===== src/rtl/ex_wb_if.sv =====
// EX->WB bundle: EX-side results/control in, write-back and CSR counter values out.
// master = EX/hazard side, slave = the ex_wb stage.
interface ex_wb_if #(
    parameter int DWIDTH = 32,
    parameter int CNT_W  = 32
);
    logic              stall_i;
    logic              flush_i;
    logic [DWIDTH-1:0] alu_result_i;
    logic [DWIDTH-1:0] pc_plus_i;
    logic [DWIDTH-1:0] csr_rdata_i;
    logic [4:0]        rd_addr_i;
    logic              control_wb_i;
    logic [1:0]        control_wr_mux_i;
    logic [2:0]        control_load_i;
    logic [DWIDTH-1:0] dmem_rdata_i;
    logic [DWIDTH-1:0] wb_data_o;
    logic [4:0]        wb_addr_o;
    logic              is_wb_o;
    logic [CNT_W-1:0]  cycle_cnt_o;
    logic [CNT_W-1:0]  instret_cnt_o;

    modport master (
        output stall_i, flush_i, alu_result_i, pc_plus_i, csr_rdata_i, rd_addr_i,
               control_wb_i, control_wr_mux_i, control_load_i, dmem_rdata_i,
        input  wb_data_o, wb_addr_o, is_wb_o, cycle_cnt_o, instret_cnt_o
    );

    modport slave (
        input  stall_i, flush_i, alu_result_i, pc_plus_i, csr_rdata_i, rd_addr_i,
               control_wb_i, control_wr_mux_i, control_load_i, dmem_rdata_i,
        output wb_data_o, wb_addr_o, is_wb_o, cycle_cnt_o, instret_cnt_o
    );
endinterface


===== src/rtl/ex_wb.sv =====
// EX->WB pipeline register and write-back stage: load formatting, write-back select,
// and the cycle/instret counters feeding the CSR read path.
module ex_wb #(
    parameter int DWIDTH = 32,
    parameter int CNT_W  = 32
) (
    input  logic   clk,
    input  logic   rst,
    ex_wb_if.slave bus
);
    typedef enum logic [1:0] {
        WR_ALU  = 2'b00,
        WR_LOAD = 2'b01,
        WR_PC4  = 2'b10,
        WR_CSR  = 2'b11
    } wr_mux_e;

    typedef enum logic [2:0] {
        LD_B  = 3'b000,
        LD_H  = 3'b001,
        LD_W  = 3'b010,
        LD_BU = 3'b100,
        LD_HU = 3'b101
    } load_e;

    logic              r_valid_q;
    logic [DWIDTH-1:0] r_alu_q;
    logic [DWIDTH-1:0] r_pcp_q;
    logic [DWIDTH-1:0] r_csr_q;
    logic [4:0]        r_rd_q;
    logic              r_wb_q;
    logic [1:0]        r_mux_q;
    logic [2:0]        r_load_q;
    logic [CNT_W-1:0]  r_cycle_cnt;
    logic [CNT_W-1:0]  r_instret_cnt;

    logic [7:0]        w_byte;
    logic [15:0]       w_half;
    logic [DWIDTH-1:0] w_load_data;
    logic [DWIDTH-1:0] w_wb_data;

    // Priority: reset, then stall (hold everything), then flush (bubble), then capture.
    // NOTE: sequential state uses <= so every register samples pre-edge values.
    always_ff @(posedge clk) begin
        if (rst) begin
            r_valid_q <= 1'b0;
            r_alu_q   <= '0;
            r_pcp_q   <= '0;
            r_csr_q   <= '0;
            r_rd_q    <= '0;
            r_wb_q    <= 1'b0;
            r_mux_q   <= '0;
            r_load_q  <= '0;
        end else if (!bus.stall_i) begin
            if (bus.flush_i) begin
                r_valid_q <= 1'b0;
                r_alu_q   <= '0;
                r_pcp_q   <= '0;
                r_csr_q   <= '0;
                r_rd_q    <= '0;
                r_wb_q    <= 1'b0;
                r_mux_q   <= '0;
                r_load_q  <= '0;
            end else begin
                r_valid_q <= 1'b1;
                r_alu_q   <= bus.alu_result_i;
                r_pcp_q   <= bus.pc_plus_i;
                r_csr_q   <= bus.csr_rdata_i;
                r_rd_q    <= bus.rd_addr_i;
                r_wb_q    <= bus.control_wb_i;
                r_mux_q   <= bus.control_wr_mux_i;
                r_load_q  <= bus.control_load_i;
            end
        end
    end

    // The instret increment is gated by stall so a held instruction retires once.
    always_ff @(posedge clk) begin
        if (rst) begin
            r_cycle_cnt   <= '0;
            r_instret_cnt <= '0;
        end else begin
            r_cycle_cnt <= r_cycle_cnt + CNT_W'(1);
            if (r_valid_q && !bus.stall_i) begin
                r_instret_cnt <= r_instret_cnt + CNT_W'(1);
            end
        end
    end

    // NOTE: defaults first so no path through the case leaves an output unassigned (no latch).
    always_comb begin
        w_byte      = bus.dmem_rdata_i[8*r_alu_q[1:0] +: 8];
        w_half      = r_alu_q[1] ? bus.dmem_rdata_i[31:16] : bus.dmem_rdata_i[15:0];
        w_load_data = bus.dmem_rdata_i;
        case (load_e'(r_load_q))
            LD_B:    w_load_data = {{24{w_byte[7]}}, w_byte};
            LD_BU:   w_load_data = {24'b0, w_byte};
            LD_H:    w_load_data = {{16{w_half[15]}}, w_half};
            LD_HU:   w_load_data = {16'b0, w_half};
            LD_W:    w_load_data = bus.dmem_rdata_i;
            default: w_load_data = bus.dmem_rdata_i;
        endcase
    end

    always_comb begin
        w_wb_data = '0;
        if (r_valid_q) begin
            case (wr_mux_e'(r_mux_q))
                WR_ALU:  w_wb_data = r_alu_q;
                WR_LOAD: w_wb_data = w_load_data;
                WR_PC4:  w_wb_data = r_pcp_q;
                WR_CSR:  w_wb_data = r_csr_q;
                default: w_wb_data = '0;
            endcase
        end
    end

    assign bus.wb_data_o     = w_wb_data;
    assign bus.wb_addr_o     = r_rd_q;
    assign bus.is_wb_o       = r_valid_q & r_wb_q & (r_rd_q != 5'd0);
    assign bus.cycle_cnt_o   = r_cycle_cnt;
    assign bus.instret_cnt_o = r_instret_cnt;
endmodule


===== src/flat_wrapper.sv =====
// flat-port wrapper written by rule: the top's interface ports become plain ports
module ex_wb_flat 
#(
    parameter int DWIDTH = 32,
    parameter int CNT_W  = 32
)
  (clk, rst, bus_stall_i, bus_flush_i, bus_alu_result_i, bus_pc_plus_i, bus_csr_rdata_i, bus_rd_addr_i, bus_control_wb_i, bus_control_wr_mux_i, bus_control_load_i, bus_dmem_rdata_i, bus_wb_data_o, bus_wb_addr_o, bus_is_wb_o, bus_cycle_cnt_o, bus_instret_cnt_o);
  ex_wb_if #(.DWIDTH(DWIDTH), .CNT_W(CNT_W)) bus_i ();
  input  logic clk;
  input  logic rst;
  input wire logic [$bits(bus_i.stall_i)-1:0] bus_stall_i;
  input wire logic [$bits(bus_i.flush_i)-1:0] bus_flush_i;
  input wire logic [$bits(bus_i.alu_result_i)-1:0] bus_alu_result_i;
  input wire logic [$bits(bus_i.pc_plus_i)-1:0] bus_pc_plus_i;
  input wire logic [$bits(bus_i.csr_rdata_i)-1:0] bus_csr_rdata_i;
  input wire logic [$bits(bus_i.rd_addr_i)-1:0] bus_rd_addr_i;
  input wire logic [$bits(bus_i.control_wb_i)-1:0] bus_control_wb_i;
  input wire logic [$bits(bus_i.control_wr_mux_i)-1:0] bus_control_wr_mux_i;
  input wire logic [$bits(bus_i.control_load_i)-1:0] bus_control_load_i;
  input wire logic [$bits(bus_i.dmem_rdata_i)-1:0] bus_dmem_rdata_i;
  output wire logic [$bits(bus_i.wb_data_o)-1:0] bus_wb_data_o;
  output wire logic [$bits(bus_i.wb_addr_o)-1:0] bus_wb_addr_o;
  output wire logic [$bits(bus_i.is_wb_o)-1:0] bus_is_wb_o;
  output wire logic [$bits(bus_i.cycle_cnt_o)-1:0] bus_cycle_cnt_o;
  output wire logic [$bits(bus_i.instret_cnt_o)-1:0] bus_instret_cnt_o;
  assign bus_i.stall_i = bus_stall_i;
  assign bus_i.flush_i = bus_flush_i;
  assign bus_i.alu_result_i = bus_alu_result_i;
  assign bus_i.pc_plus_i = bus_pc_plus_i;
  assign bus_i.csr_rdata_i = bus_csr_rdata_i;
  assign bus_i.rd_addr_i = bus_rd_addr_i;
  assign bus_i.control_wb_i = bus_control_wb_i;
  assign bus_i.control_wr_mux_i = bus_control_wr_mux_i;
  assign bus_i.control_load_i = bus_control_load_i;
  assign bus_i.dmem_rdata_i = bus_dmem_rdata_i;
  assign bus_wb_data_o = bus_i.wb_data_o;
  assign bus_wb_addr_o = bus_i.wb_addr_o;
  assign bus_is_wb_o = bus_i.is_wb_o;
  assign bus_cycle_cnt_o = bus_i.cycle_cnt_o;
  assign bus_instret_cnt_o = bus_i.instret_cnt_o;
  ex_wb #(.DWIDTH(DWIDTH), .CNT_W(CNT_W)) u_core (.clk(clk), .rst(rst), .bus(bus_i));
endmodule

===== config.mk =====
export PLATFORM = sky130hd
export DESIGN_NAME = ex_wb_flat
export DESIGN_NICKNAME = d
export VERILOG_FILES = /design/src/rtl/ex_wb_if.sv /design/src/rtl/ex_wb.sv /design/src/flat_wrapper.sv
export SDC_FILE = /design/constraint.sdc
export NUM_CORES = 1
export LEC_CHECK = 0
export BUFFER_PORTS_ARGS = -buffer_cell sky130_fd_sc_hd__buf_2
export CAP_MARGIN = 20
export CORE_MARGIN = 2
export CORE_UTILIZATION = 47
export CTS_BUF_LIST = sky130_fd_sc_hd__clkbuf_16
export DETAILED_ROUTE_END_ITERATION = 7
export PLACE_DENSITY = 0.8
export SLEW_MARGIN = 25
export SYNTH_ARGS = -nofsm -noshare
export SYNTH_HDL_FRONTEND = slang
export SYNTH_SLANG_ARGS = --single-unit

===== constraint.sdc =====
create_clock -name clk -period 2 [get_ports clk]
set_clock_uncertainty 0.1 [all_clocks]
set_input_delay 0.2 -clock clk [delete_from_list [all_inputs] [get_ports clk]]
set_output_delay 0.2 -clock clk [all_outputs]
set_load 0.01 [all_outputs]

# Word level (Yosys, flattened, before mapping)

Index checks and enable logic that the tools add are counted.

Input bits: 143
Logic and storage cells: 38
Bits in registers: 172
RAM bits: 0
Output and inout bits: 102
Latch bits: 0
Memory bits (read-only): 0
Memories kept: 0

Bitwise gates (word level): 2
Eq/ne operators: 6
$mul: 0
Reduce and logical (&&, ||, !) cells: 5
$add $sub $neg: 2
Div/mod/pow operators: 0
Magnitude comparators: 0
Shift operators: 1
Multiplexer cells: 12

Operators by type and width:

| cell                                           | count |
|---|---|
| one-hot mux 32 bit (4 select lines)            | 2 |
| two-way mux 32 bit                             | 4 |
| adder 32 x 1 -> 32 bit (second input constant) | 2 |
| variable part select 32 x 6 -> 8 bit           | 1 |
| two-way mux 16 bit                             | 1 |
| == test 3 bit (second input constant)          | 2 |
| two-way mux 5 bit                              | 1 |
| nonzero test 5 bit                             | 1 |
| == test 2 bit (second input constant)          | 2 |
| == test 3 x 1 -> 1 bit (second input constant) | 1 |
| zero test 3 bit                                | 1 |
| two-way mux 3 bit                              | 1 |
| bitwise AND 1 bit                              | 2 |
| == test 2 x 1 -> 1 bit (second input constant) | 1 |
| zero test 2 bit                                | 1 |
| two-way mux 1 bit                              | 2 |
| two-way mux 2 bit                              | 1 |
| logical AND 1 bit                              | 1 |
| zero test 1 bit                                | 1 |

# Logic depth before layout (Yosys ltp)

Word-level depth: 4
Depth in mapped cells: 7
Gate-level depth less buffers: 5

# Least setup slack after synthesis

No wires, ideal clock.

Path kind: flip-flop to flip-flop
From: register u_core.r_instret_cnt[0] (netlist: u_core.bus.instret_cnt_o[0])
To: register u_core.r_instret_cnt[28] (netlist: u_core.bus.instret_cnt_o[28])
Path buffers: 1
Stages on the path, launching flop included: 7
Period minus slack after synthesis: 2.147 ns
Required time: 1.830 ns
Setup time: 0.070 ns
Slack: -0.147 ns
Arrival time: 1.977 ns
Cell sequence: dfxtp_1 -> ha_1 -> nand3b_4 -> or4_1 -> buf_2 -> or4_1 -> a21oi_1

Word-level cells in the longest chain between the ends: 1

RTL lines:

| what                     | line        | text |
|---|---|---|
| start: declaration       | ex_wb.sv:35 | `logic [CNT_W-1:0] r_instret_cnt;` |
| start signal: assignment | ex_wb.sv:85 | `r_instret_cnt <= r_instret_cnt + CNT_W'(1);` |
| adder 32 x 1 -> 32 bit   | ex_wb.sv:85 |  |

Every way passes these cells.
A chain may end at the register's enable or synchronous reset.

# Worst setup path in the final report

From: register u_core.r_alu_q[1]
To: output port bus_wb_data_o[11]

Word-level cells in the longest chain between the ends: 4
Elaborated cells on any way between the ends: 5
Classes of those cells: shift: 1; mux: 4

RTL lines:

| what                                                                       | line                     | text |
|---|---|---|
| start: declaration                                                         | ex_wb.sv:27              | `logic [DWIDTH-1:0] r_alu_q;` |
| start signal: assignment                                                   | ex_wb.sv:66              | `r_alu_q <= bus.alu_result_i;` |
| variable part select 32 x 6 -> 8 bit or two-way mux 16 bit (tied branches) | ex_wb.sv:92, ex_wb.sv:93 |  |
| one-hot mux 32 bit (4 select lines) *                                      | ex_wb.sv:95              | `case (load_e'(r_load_q))` |
| one-hot mux 32 bit (4 select lines) *                                      | ex_wb.sv:108             | `case (wr_mux_e'(r_mux_q))` |
| two-way mux 32 bit *                                                       | ex_wb.sv:107             | `if (r_valid_q) begin` |
| end: declaration                                                           | flat_wrapper.sv:21       | `output wire logic [$bits(bus_i.wb_data_o)-1:0] bus_wb_data_o;` |

Every way passes the cells marked *; elsewhere a longest branch is shown, timed or not.

==> run_results.csv <==
group,metric,value,unit
routing,drtPass1Iterations,6,
placed_design,gp_congestion,0.927,
power_and_ir_drop,power_leakage,5.06,nW
finish,drive_above_1_share,0.337,
hold_path,hp-class,"in2reg",
timing,worst_pin_slew,0.902,ns
die,die_h,136,um
worst_setup_path,rr_worst_depth,6,
cts,cts.sinks,172,
routing,viasPerCell,5.96,
logic_synthesis,synth_ff_type,"dfxtp_1",
logic_synthesis,synth_seq_area_share,0.420,
routing,wirelength,30.5,mm
timing,fmax,0.413,GHz
worst_setup_path,crit_fanout,4,
hold_path,hold_end,"u_core.r_load_q[1]",
die,core_area,17200,um^2
timing,rsz0062_at_grt,"true",
cts,clockBufferDepth,2,
die,fp.dieW,136,um
status,violations,"negative setup slack",
die,io_pins,245,
power_and_ir_drop,powerDensity,667,nW/um^2
logic_synthesis,syn_inst,967,
timing,slew_headroom,0.398,
timing,finalCritPeriodShare,1.21,
cts,numCtsBuffers,17,
timing,period_minus_slack,2.42,ns
logic_synthesis,async_flop_share,0,
logic_synthesis,synth_fp_nets,1112,
worst_setup_path,reg2reg_from,"u_core.bus.instret_cnt_o[0]",
global_routing,track_usage,0.319,
routing,drtIter0Drc,794,
timing,slew_viol_final,0,
logic_synthesis,synth_area_per_cell,8.48,um^2
routing,drc,0,
logic_synthesis,synth_cell_type_count,55,
worst_setup_path,worstPathRequired,1.70,ns
logic_synthesis,synthMuxAreaShare,0.0450,
routing,ant_nets,0,
logic_synthesis,synth_compound_area_frac,0.260,
placed_design,io_buffer_count,244,
logic_synthesis,yosys_warnings,0,
die,start_util,0.477,
global_routing,overflow,0,
routing,vias,9384,
timing,hold_viol,0,
worst_setup_path,timing.rr.end,"u_core.bus.instret_cnt_o[22]",
timing,setup_viol_count_final,32,
logic_synthesis,ys_ff_latch,172,
worst_setup_path,cp-end-kind,"output pin",
finish,mostFrequentLayoutCells,"buf_2 (225), dfxtp_1 (156), nor2_1 (148)",
routing,avgRoutedWirePerCell,19.4,um
hold_path,worstHoldStart,"bus_flush_i",
finish,fin_cells,1575,
global_routing,grt_start_max_net_pins,109,
logic_synthesis,synthXorXnorAreaFrac,0.0256,
logic_synthesis,synth_fa_ha_area_frac,0.00305,
finish,area_delta_synth_final,50.6,%
cts,clk_latency,0.43,ns
cts,cts-root-buf,"clkbuf_16",
global_routing,grt_pass1_wl,46.4,mm
logic_synthesis,netlist_area,8200,um^2
die,rows,48,
flow_run,drv_cap,0,
cts,clk_pin_slew,0.07,ns
worst_setup_path,rrSetupSlack,0.01,ns
worst_setup_path,arrival,2.12,ns
logic_synthesis,synth_edf_count,0,
placed_design,dpl.hpwl,18.6,mm
logic_synthesis,synth_top_family_by_area,"compound AO/OA/AOI/OAI gates",
finish,nets,1477,
finish,final_common_cell,"buf_2",
global_routing,grt_pass1_vias,9096,
timing,fin_ws,-0.419,ns
power_and_ir_drop,ir_drop,0.595,mV
die,die_area,18500,um^2
global_routing,antenna_found_initial,7,
logic_synthesis,yosys.area_share.simple,0.196,
status,status,"complete, but fails checks",
worst_setup_path,crit_type,"reg2out",
worst_setup_path,start_kind,"flop",
power_and_ir_drop,finalPower,0.00824,W
cts,h-tree-depth,4,
placed_design,dp.cells,1422,
cts,cts_tree,"done",
hold_path,whs_path_depth,4,
-- worst max-delay path, cell delays in order, from the launching register on --
cell,delay [ns]
dfxtp_4,0.38
mux4_2,0.55
and3b_2,0.29
a221oi_4,0.23
o2bb2ai_2,0.09
buf_2,0.15
-- logic make-up after synthesis --
group,Yosys count
AOI/OAI and AO/OA,310
xor gates and xnor gates,24
adders and majority gates,2
buffers and inverters,103
DFF,172
muxes,32
and+or+nand+nor,324
-- power breakdown --
part / total, W / switching, W / internal (W)
logic: 0.00109 / 0.000564 / 0.000522
clock network: 0.00358 / 0.00151 / 0.00207
registers: 0.00358 / 0.0000692 / 0.00351
-- area by class of cell --
class                      instances  area [um^2]
antenna                            5         12.5
clock buffer                      18          450
clock inverter                    14          179
fill                            1238         4830
inverter                          16         76.3
multi-input combinational        693         4770
sequential                       172         3480
tap                              225          282
timing repair buffer             432         3100
-- cell usage after synthesis (11+ instances only) --
library cell / count / area (um^2)
o221a_2: 16 / 180
nand2_1: 45 / 169
dfxtp_1: 172 / 3440
nor2_1: 149 / 559
inv_1: 14 / 52.6
o21ai_0: 47 / 235
nand3_1: 19 / 95.1
xnor2_1: 13 / 114
a211oi_1: 20 / 150
or4_1: 23 / 173
or3_1: 15 / 93.8
buf_1: 13 / 48.8
a22oi_1: 107 / 803
xor2_1: 11 / 96.3
mux2i_1: 20 / 200
nand4_1: 14 / 87.6
clkbuf_1: 67 / 251
a21oi_1: 67 / 335
o31ai_1: 18 / 135
-- flip-flops by register name, summed over array words and instances, names as in the netlist --
name and count:
u_core.r_alu_q 32, u_core.r_valid_q 1, u_core.bus.cycle_cnt_o 32, u_core.r_mux_q 2, u_core.r_wb_q 1, u_core.bus.wb_addr_o 5, u_core.bus.instret_cnt_o 32, u_core.r_load_q 3
u_core.r_pcp_q 32, u_core.r_csr_q 32
-- timing repair --
item	4_1_cts	5_1_grt
pin swaps	15	24
gates resized for setup	64	49
endpoints found under the hold margin	106	0
hold buffers	106	0
cloned	1	0
buffers inserted	6	4
setup endpoints to repair	37	47
-- stage by stage --
stage	util	cell area, um^2	hold WS, ns	setup WS [ns]	TNS [ns]
floorplan	-	8270	0.244	-0.0216	-0.207
global placement	0.583	10000	0.328	-0.106	-0.861
detailed placement	0.583	10000	0.337	-0.121	-1.39
CTS	0.705	12100	0.0115	-0.394	-9.92
global route	0.719	12300	0.0412	-0.464	-11.50
finish	0.719	12300	0.0298	-0.419	-9.73
-- routing by layer --
metal	routed length, um	vias up	global-route usage	part of all wire
li1	-	4338	-	-
met1	12300	4404	0.386	0.40
met2	14500	534	0.527	0.47
met3	2460	104	0.0787	0.081
met4	1280	4	0.159	0.042
met5	18	-	0	0.00059
-- worst max-delay path by stage --
stage / from / endpoint / slack [ns] / cells after the start
floorplan: u_core.bus.instret_cnt_o[0] / u_core.bus.instret_cnt_o[28] / -0.02 / 6
global placement: u_core.r_alu_q[1] / bus_wb_data_o[12] / -0.11 / 5
detailed placement: u_core.r_alu_q[1] / bus_wb_data_o[30] / -0.12 / 6
finish: u_core.r_alu_q[1] / bus_wb_data_o[11] / -0.42 / 5
CTS: u_core.r_alu_q[1] / bus_wb_data_o[12] / -0.39 / 5
global route: u_core.r_alu_q[1] / bus_wb_data_o[11] / -0.46 / 5
No activity file was read; power rests on OpenSTA's default activity.
